**config.mk**
```make
export PLATFORM = sky130hd
export DESIGN_NAME = sha256_block_sequencer
export DESIGN_NICKNAME = d
export VERILOG_FILES = /design/src/rtl/sha256_block_sequencer.sv
export SDC_FILE = /design/constraint.sdc
export NUM_CORES = 2
export LEC_CHECK = 0
export ABC_AREA = 1
export CORE_AREA = 2 2 449 451
export DETAILED_ROUTE_END_ITERATION = 16
export DIE_AREA = 0 0 451 453
export DONT_BUFFER_PORTS = 1
export PLACE_DENSITY_LB_ADDON = 0.15
export RECOVER_POWER = 100
export SLEW_MARGIN = 20
export SYNTH_ARGS = -nofsm -noshare
export SYNTH_HDL_FRONTEND = slang
export SYNTH_SLANG_ARGS = --single-unit
```
**constraint.sdc**
```tcl
create_clock -name clk -period 33 [get_ports clk]
set_clock_uncertainty 0.05 [all_clocks]
set_input_delay 4.95 -clock clk [delete_from_list [all_inputs] [get_ports clk]]
set_output_delay 4.95 -clock clk [all_outputs]
set_load 0.01 [all_outputs]
```
**src/rtl/sha256_block_sequencer.sv**
```systemverilog
// Multi-block SHA-256 sequencer: fetches 16-word blocks from memory, drives a shared
// compression core with the running chaining value, and writes the final digest back.
module sha256_block_sequencer #(
  parameter int unsigned ADDR_W  = 16,
  parameter int unsigned NBLK_W  = 8,
  parameter int unsigned TIMEOUT = 128
) (
  input  logic              clk,
  input  logic              rst,
  input  logic              start,
  input  logic [ADDR_W-1:0] msg_addr,
  input  logic [NBLK_W-1:0] num_blocks,
  input  logic [ADDR_W-1:0] out_addr,
  output logic              busy,
  output logic              done,
  output logic              error,
  output logic [ADDR_W-1:0] mem_addr,
  output logic              mem_we,
  output logic [31:0]       mem_wdata,
  input  logic [31:0]       mem_rdata,
  output logic              core_start,
  output logic [255:0]      core_h,
  output logic [511:0]      core_w,
  input  logic              core_done,
  input  logic [255:0]      core_hout
);

  localparam int unsigned TW = $clog2(TIMEOUT + 1);
  localparam logic [255:0] IV = {32'h6a09e667, 32'hbb67ae85, 32'h3c6ef372, 32'ha54ff53a,
                                 32'h510e527f, 32'h9b05688c, 32'h1f83d9ab, 32'h5be0cd19};

  typedef enum logic [2:0] {StIdle, StFetch, StRun, StWait, StWrite, StDone} state_e;

  state_e            state_q;
  logic [ADDR_W-1:0] rd_ptr_q;
  logic [ADDR_W-1:0] out_addr_q;
  logic [NBLK_W-1:0] blocks_left_q;
  logic [4:0]        fetch_cnt_q;
  logic [3:0]        wr_idx_q;
  logic [TW-1:0]     tmo_cnt_q;

  function automatic logic [31:0] word_of(input logic [255:0] v, input logic [2:0] j);
    word_of = v[int'(3'd7 - j) * 32 +: 32];
  endfunction

  // core_h doubles as the chaining register; core_w is the block shift register.
  always_ff @(posedge clk or posedge rst) begin
    if (rst) begin
      state_q       <= StIdle;
      busy          <= 1'b0;
      done          <= 1'b0;
      error         <= 1'b0;
      mem_addr      <= '0;
      mem_we        <= 1'b0;
      mem_wdata     <= '0;
      core_start    <= 1'b0;
      core_h        <= IV;
      core_w        <= '0;
      rd_ptr_q      <= '0;
      out_addr_q    <= '0;
      blocks_left_q <= '0;
      fetch_cnt_q   <= '0;
      wr_idx_q      <= '0;
      tmo_cnt_q     <= '0;
    end else begin
      unique case (state_q)
        StIdle: begin
          if (start) begin
            busy          <= 1'b1;
            error         <= 1'b0;
            core_h        <= IV;
            out_addr_q    <= out_addr;
            blocks_left_q <= num_blocks;
            if (num_blocks == '0) begin
              state_q   <= StWrite;
              mem_we    <= 1'b1;
              mem_addr  <= out_addr;
              mem_wdata <= IV[255:224];
              wr_idx_q  <= 4'd1;
            end else begin
              state_q     <= StFetch;
              mem_addr    <= msg_addr;
              rd_ptr_q    <= msg_addr + ADDR_W'(1);
              fetch_cnt_q <= '0;
            end
          end
        end

        // Issue on counts 0..14 (first issue happened on entry), capture on counts 1..16.
        StFetch: begin
          if (fetch_cnt_q != 5'd0) begin
            core_w <= {core_w[479:0], mem_rdata};
          end
          if (fetch_cnt_q < 5'd15) begin
            mem_addr <= rd_ptr_q;
            rd_ptr_q <= rd_ptr_q + ADDR_W'(1);
          end
          if (fetch_cnt_q == 5'd16) begin
            state_q    <= StRun;
            core_start <= 1'b1;
          end else begin
            fetch_cnt_q <= fetch_cnt_q + 5'd1;
          end
        end

        StRun: begin
          core_start <= 1'b0;
          tmo_cnt_q  <= TW'(1);
          state_q    <= StWait;
        end

        // tmo_cnt_q equals the number of cycles elapsed since the core_start cycle.
        StWait: begin
          if (core_done) begin
            core_h        <= core_hout;
            blocks_left_q <= blocks_left_q - NBLK_W'(1);
            if (blocks_left_q == NBLK_W'(1)) begin
              state_q   <= StWrite;
              mem_we    <= 1'b1;
              mem_addr  <= out_addr_q;
              mem_wdata <= core_hout[255:224];
              wr_idx_q  <= 4'd1;
            end else begin
              state_q     <= StFetch;
              mem_addr    <= rd_ptr_q;
              rd_ptr_q    <= rd_ptr_q + ADDR_W'(1);
              fetch_cnt_q <= '0;
            end
          end else if (tmo_cnt_q == TW'(TIMEOUT)) begin
            error   <= 1'b1;
            done    <= 1'b1;
            state_q <= StDone;
          end else begin
            tmo_cnt_q <= tmo_cnt_q + TW'(1);
          end
        end

        StWrite: begin
          if (wr_idx_q == 4'd8) begin
            mem_we  <= 1'b0;
            done    <= 1'b1;
            state_q <= StDone;
          end else begin
            mem_addr  <= out_addr_q + ADDR_W'(wr_idx_q);
            mem_wdata <= word_of(core_h, wr_idx_q[2:0]);
            wr_idx_q  <= wr_idx_q + 4'd1;
          end
        end

        StDone: begin
          done    <= 1'b0;
          busy    <= 1'b0;
          state_q <= StIdle;
        end

        default: state_q <= StIdle;
      endcase
    end
  end

  a_core_start_pulse: assert property (@(posedge clk) disable iff (rst) core_start |=> !core_start);
  a_done_pulse:       assert property (@(posedge clk) disable iff (rst) done |=> !done);
  a_we_when_busy:     assert property (@(posedge clk) disable iff (rst) mem_we |-> busy);

endmodule

```
* Word level (Yosys, flattened, before mapping)
Cells that the tools add are included.
** Storage, ports and cells
- Register bits :: 881
- Input bits :: 332
- Output and inout port bits :: 821
- Word-level logic and storage cells :: 139
** Cells by class
- Add/sub/neg operators :: 8
- Magnitude comparators :: 1
- Equal/unequal tests :: 24
- Shift-type cells :: 1
- Multiplexer cells :: 64
- Reduce and logical (&&, ||, !) cells :: 25
** Operators with widths (number)
- $mux 256 :: 2
- $pmux 256 s2 :: 1
- $shiftx 256x9->32 :: 1
- $mux 16 :: 11
- $mux 32 :: 5
- $pmux 32 s3 :: 1
- $pmux 16 s4 :: 1
- $pmux 16 s3 :: 1
- $add 16x1->16 const B :: 2
- $mux 8 :: 4
- $pmux 8 s2 :: 2
- $ne 2x2->1 const B :: 14
- $mux 5 :: 5
- $reduce_and 6->1 :: 4
- $mux 3 :: 7
- $mux 4 :: 5
- $add 16x4->16 :: 1
- $pmux 3 s5 :: 1
- $pmux 5 s3 :: 1
- $pmux 4 s3 :: 1
- $reduce_and 4->1 :: 3
- $mux 1 :: 11
- $reduce_bool 3->1 :: 3
- $add 8x1->8 const B :: 1
- 23 further kinds :: 35

* Depth between registers and ports, before layout
- Word-level depth :: 4
- Mapped depth :: 14
- Depth with buffers taken out :: 13

* Least setup slack after synthesis
No wires, ideal clock.
- Path type :: in2reg
- Start :: input port num_blocks[7]
- End :: register mem_addr[12]
- Library setup time :: 113 ps
- Data arrival time :: 6046 ps
- Required time :: 32837 ps
- Setup slack :: 26791 ps
- Cell stages on the path :: 10
- Buffers on the path :: 2
- Path through :: nor2_1 > nand2_1 > nor2_1 > buf_2 > clkbuf_1 > o21ai_0 > a21oi_1 > nand3_1 > nand2_1 > inv_1
** Between the ends
- Word-level cells in the longest chain between the ends :: 4
** Ends and longest elaborated chain
- start: declaration :: line 12 : input logic [NBLK_W-1:0] num_blocks,
- $logic_not 8->1 :: line 74 : if (num_blocks == '0) begin
- $mux 16 :: line 74
- $mux 16 :: line 68 : if (start) begin
- $pmux 16 s4 :: line 66 : unique case (state_q)
- end signal: assignment :: line 77 : mem_addr <= out_addr;
- end signal: assignment :: line 82 : mem_addr <= msg_addr;
- end signal: assignment :: line 95 : mem_addr <= rd_ptr_q;
- end: declaration :: line 17 : output logic [ADDR_W-1:0] mem_addr,
Every way passes these cells. The select of a mux whose other input is x is not followed.
A chain may end at the register's enable or synchronous reset.

* Worst setup path in the final report
- Start :: register state_q[0]
- End :: register core_w[508]
** Between the ends
- Word-level cells in the longest chain between the ends :: 2
** Ends and longest elaborated chain
- start: declaration :: line 34 : state_e state_q;
- start signal: assignment :: line 49 : state_q <= StIdle;
- start signal: assignment :: line 75 : state_q <= StWrite;
- start signal: assignment :: line 81 : state_q <= StFetch;
- $eq 3x1->1 :: line 66
- $reduce_and 2->1 (no source line)
- end signal: assignment :: line 92 : core_w <= {core_w[479:0], mem_rdata};
- end: declaration :: line 23 : output logic [511:0] core_w,
Every way passes these cells.

==> run_results.csv <==
group,metric,value,unit
outcome,outcome,"finished, violations left",
outcome,violations,"max-capacitance violations, max-slew violations",
floorplanning,rows,164,
layout,seqCellArea,22200,um^2
placement,place_ws,23.37,ns
synth,postSynthAreaPerCell,8.64,um^2
placement,place_congestion,0.951,
power_and_ir_drop,irDropWorstVdd,55.5,uV
sta,tns,0,ns
sta,worst_pin_slew,6.97,ns
floorplanning,dieArea,204000,um^2
synth,syn-num-nets,4787,
clock_tree,insertion_delay,0.78,ns
routing,drt_iter0_drc,3098,
clock_tree,cts-buffers-inserted,112,
synth,synth_warnings,0,
critical_path,setup.worst_path.end_class,"flip-flop",
critical_path,worstPathArrival,19.14,ns
floorplanning,coreArea,199000,um^2
placement,portBuffers,0,
routing,firstDrtPassIters,6,
placement,post-place-cells,6855,
critical_path,path_class,"reg2reg",
sta,slew_headroom,-365,%
power_and_ir_drop,power_frac_clock,23.2,%
layout,fin_util,22.4,%
sta,fmax,54.1,MHz
sta,period_share,56.0,%
routing,viasPerCell,4.35,
placement,post_dp_cell_area,40800,um^2
sta,rsz0062_at_grt,"no",
synth,syn_inst,4441,
critical_path,critical_path_required,33.65,ns
layout,drive_above_1_share,5.73,%
synth,yosysUniqueCellTypes,43,
routing,vias,30800,
critical_path,reg2reg_setup_slack,14.51,ns
routing,wire_per_inst,29.4,um
sta,finalMaxSlewViolations,2239,
clock_tree,cts_tree,"yes",
clock_tree,htree_levels,3,
power_and_ir_drop,comb_power_share,29.6,%
synth,synth-edff-count,0,
layout,final_area,44600,um^2
layout,area_growth,16.3,%
power_and_ir_drop,cellPowerDensity,127,nW/um^2
floorplanning,die_w,451,um
layout,nFillCells,22000,
floorplanning,dieHeight,453,um
clock_tree,cts_sinks,881,
sta,fin_ws,14.51,ns
clock_tree,cts_root_buf,"clkbuf_16",
clock_tree,cts_hold_buf,0,
sta,finalHoldViolCount,0,
clock_tree,cts.path.max_buffers,3,
routing,postRouteAntennaNets,0,
layout,fin_nets,4659,
power_and_ir_drop,seqPwrFrac,47.3,%
sta,setup_violations,0,
synth,synthArstFlopShare,100,%
grt,antenna_found_initial,62,
critical_path,path_max_fanout,107,
grt,grt_max_degree,177,
synth,yosysSeqAreaShare,57.9,%
synth,synth_flop_cell,"dfrtp_1",
clock_tree,path_clk_slew,0.06,ns
clock_tree,post_cts.repair.setup_buffers,0,
grt,grt_pass1_vias,29500,
power_and_ir_drop,intPower,2960,uW
critical_path,worst_setup_path_start_kind,"flip-flop",
power_and_ir_drop,power_switching,2700,uW
worst_hold_path,hold_class,"reg2reg",
power_and_ir_drop,leakagePower,0.0197,uW
clock_tree,ctsResizeCount,0,
synth,syn-cell-area,38400,um^2
power_and_ir_drop,switching_share,47.8,%
layout,stdcell_count,7094,
job,drv_cap,29,
sta,period_minus_slack,18.49,ns
grt,overflow,0,
floorplanning,start_util,19.2,%
floorplanning,io_pins,1153,
routing,drc_errors,0,
synth,synth_seq_cells,881,
grt,grt_first_pass_wirelength,278000,um
layout,multi_input_area,12800,um^2
placement,hpwl,163000,um
routing,finalWirelength,208000,um
grt,track_usage,19.7,%
==> cells by family after synthesis <==
logic type / after synthesis / synth area share [%]
AO/OA/AOI/OAI: 1178 / 15.8
XOR/XNOR: 13 / 0.297
adder cells (fa/ha/maj): 14 / 0.476
buffers and inverters: 822 / 8.77
flip-flops: 881 / 57.9
multiplexers: 11 / 0.323
AND/OR/NAND/NOR: 1522 / 16.4
==> cells in the final DEF, fill, tap and decap left out, types with 3 or more instances in the layout <==
cell type   instances
a21oi_1           374
buf_12              3
buf_4              11
bufinv_16          10
clkbuf_1           58
clkbuf_16         112
clkbuf_8           25
clkinv_16           5
clkinv_2           17
clkinvlp_4          8
dfrtp_1           742
dfstp_1           136
diode_2            26
ha_1               13
inv_1             525
inv_2               9
inv_6               4
mux2_2             10
nand2_1           810
nand2_2             4
nand3_1           303
nand3b_1            6
nand4_1            14
nor2_1            349
nor2_2              6
nor2_4              4
nor3_1              7
o211ai_1           37
o21a_1             19
o21ai_0           735
o31ai_1             3
or2_0               3
or2_2              12
xnor2_1             3
xor2_1             10
==> path summary, 6_finish.rpt <==
path,startpoint,to,cells after the start
worst max-delay path,state_q[0],core_w[508],10
worst min-delay path,rd_ptr_q[14],rd_ptr_q[14],2
worst max register to register,state_q[0],core_w[508],10
worst min register to register,rd_ptr_q[14],rd_ptr_q[14],2
max in group asynchronous,rst,core_h[117],6
min in group asynchronous,rst,core_w[113],1
==> cells in the mapped netlist (2+ instances only) <==
cell type | n | area [um^2]
a21oi_1 | 374 | 1870
buf_1 | 17 | 63.8
buf_2 | 118 | 591
buf_4 | 23 | 173
buf_6 | 6 | 67.6
clkbuf_1 | 120 | 450
dfrtp_1 | 745 | 18600
dfstp_2 | 136 | 3570
ha_1 | 13 | 163
inv_1 | 528 | 1980
inv_2 | 9 | 33.8
mux2_2 | 10 | 113
nand2_1 | 806 | 3030
nand2_2 | 8 | 50.1
nand3_1 | 303 | 1520
nand3b_1 | 6 | 45.0
nand4_1 | 14 | 87.6
nor2_1 | 349 | 1310
nor2_2 | 5 | 31.3
nor2_4 | 5 | 56.3
nor3_1 | 6 | 30.0
o211ai_1 | 37 | 278
o21a_1 | 19 | 143
o21ai_0 | 732 | 3660
o21ai_1 | 5 | 25.0
o21ai_2 | 3 | 26.3
o22ai_1 | 2 | 12.5
o31ai_1 | 3 | 22.5
or2_0 | 3 | 18.8
or2_2 | 12 | 75.1
xnor2_1 | 3 | 26.3
xor2_1 | 10 | 87.6
==> layout make-up <==
cell class / count / share of cell area, %
timing repair buffer: 42 / 0.556
tap: 2656 / 7.45
clock inverter: 46 / 1.51
multi-input combinational: 2738 / 28.6
inverter: 538 / 4.54
clock buffer: 167 / 7.31
sequential: 881 / 49.8
antenna: 26 / 0.146
==> power groups by stage <==
stage | Clock, uW | Combinational (uW) | Sequential [uW]
5_1_grt | 1390 | 1950 | 2720
3_5_place_dp | 0 | 1630 | 2750
3_3_place_gp | 0 | 1610 | 2740
2_1_floorplan | 0 | 1260 | 2180
4_1_cts | 1350 | 1640 | 2730
6_report | 1310 | 1670 | 2670
==> per-layer routing <==
metal	track usage [%]	vias up	wire length, um
li1	-	14100	-
met1	26.1	15300	90400
met2	30.9	1133	95400
met3	6.16	264	16700
met4	5.26	26	5790
met5	0	-	168
==> per-stage QoR <==
step                hold slack (ns)  power [uW]
finish                        0.471        5660
floorplan                     0.412        3440
CTS                           0.456        5720
detailed placement            0.446        4380
global placement              0.447        4350
global route                  0.505        6070
==> worst max-delay path, stage by stage (launching register included) <==
cell and delay, ns:
dfrtp_1 0.64, nand2_1 0.74, nor2_1 0.45, o21ai_4 0.14, clkbuf_1 1.61, clkbuf_1 2.74
clkbuf_1 2.56, clkbuf_1 2.54, clkbuf_1 3.00, clkbuf_1 3.07, mux2_2 0.57
==> flip-flops by register name, summed over array words and instances (netlist names), 3 cells and up <==
name / count
mem_wdata: 32
tmo_cnt_q: 8
rd_ptr_q: 16
blocks_left_q: 8
core_w: 512
mem_addr: 16
out_addr_q: 16
fetch_cnt_q: 5
core_h: 256
state_q: 3
wr_idx_q: 4
(Power assumes the default switching activity.)
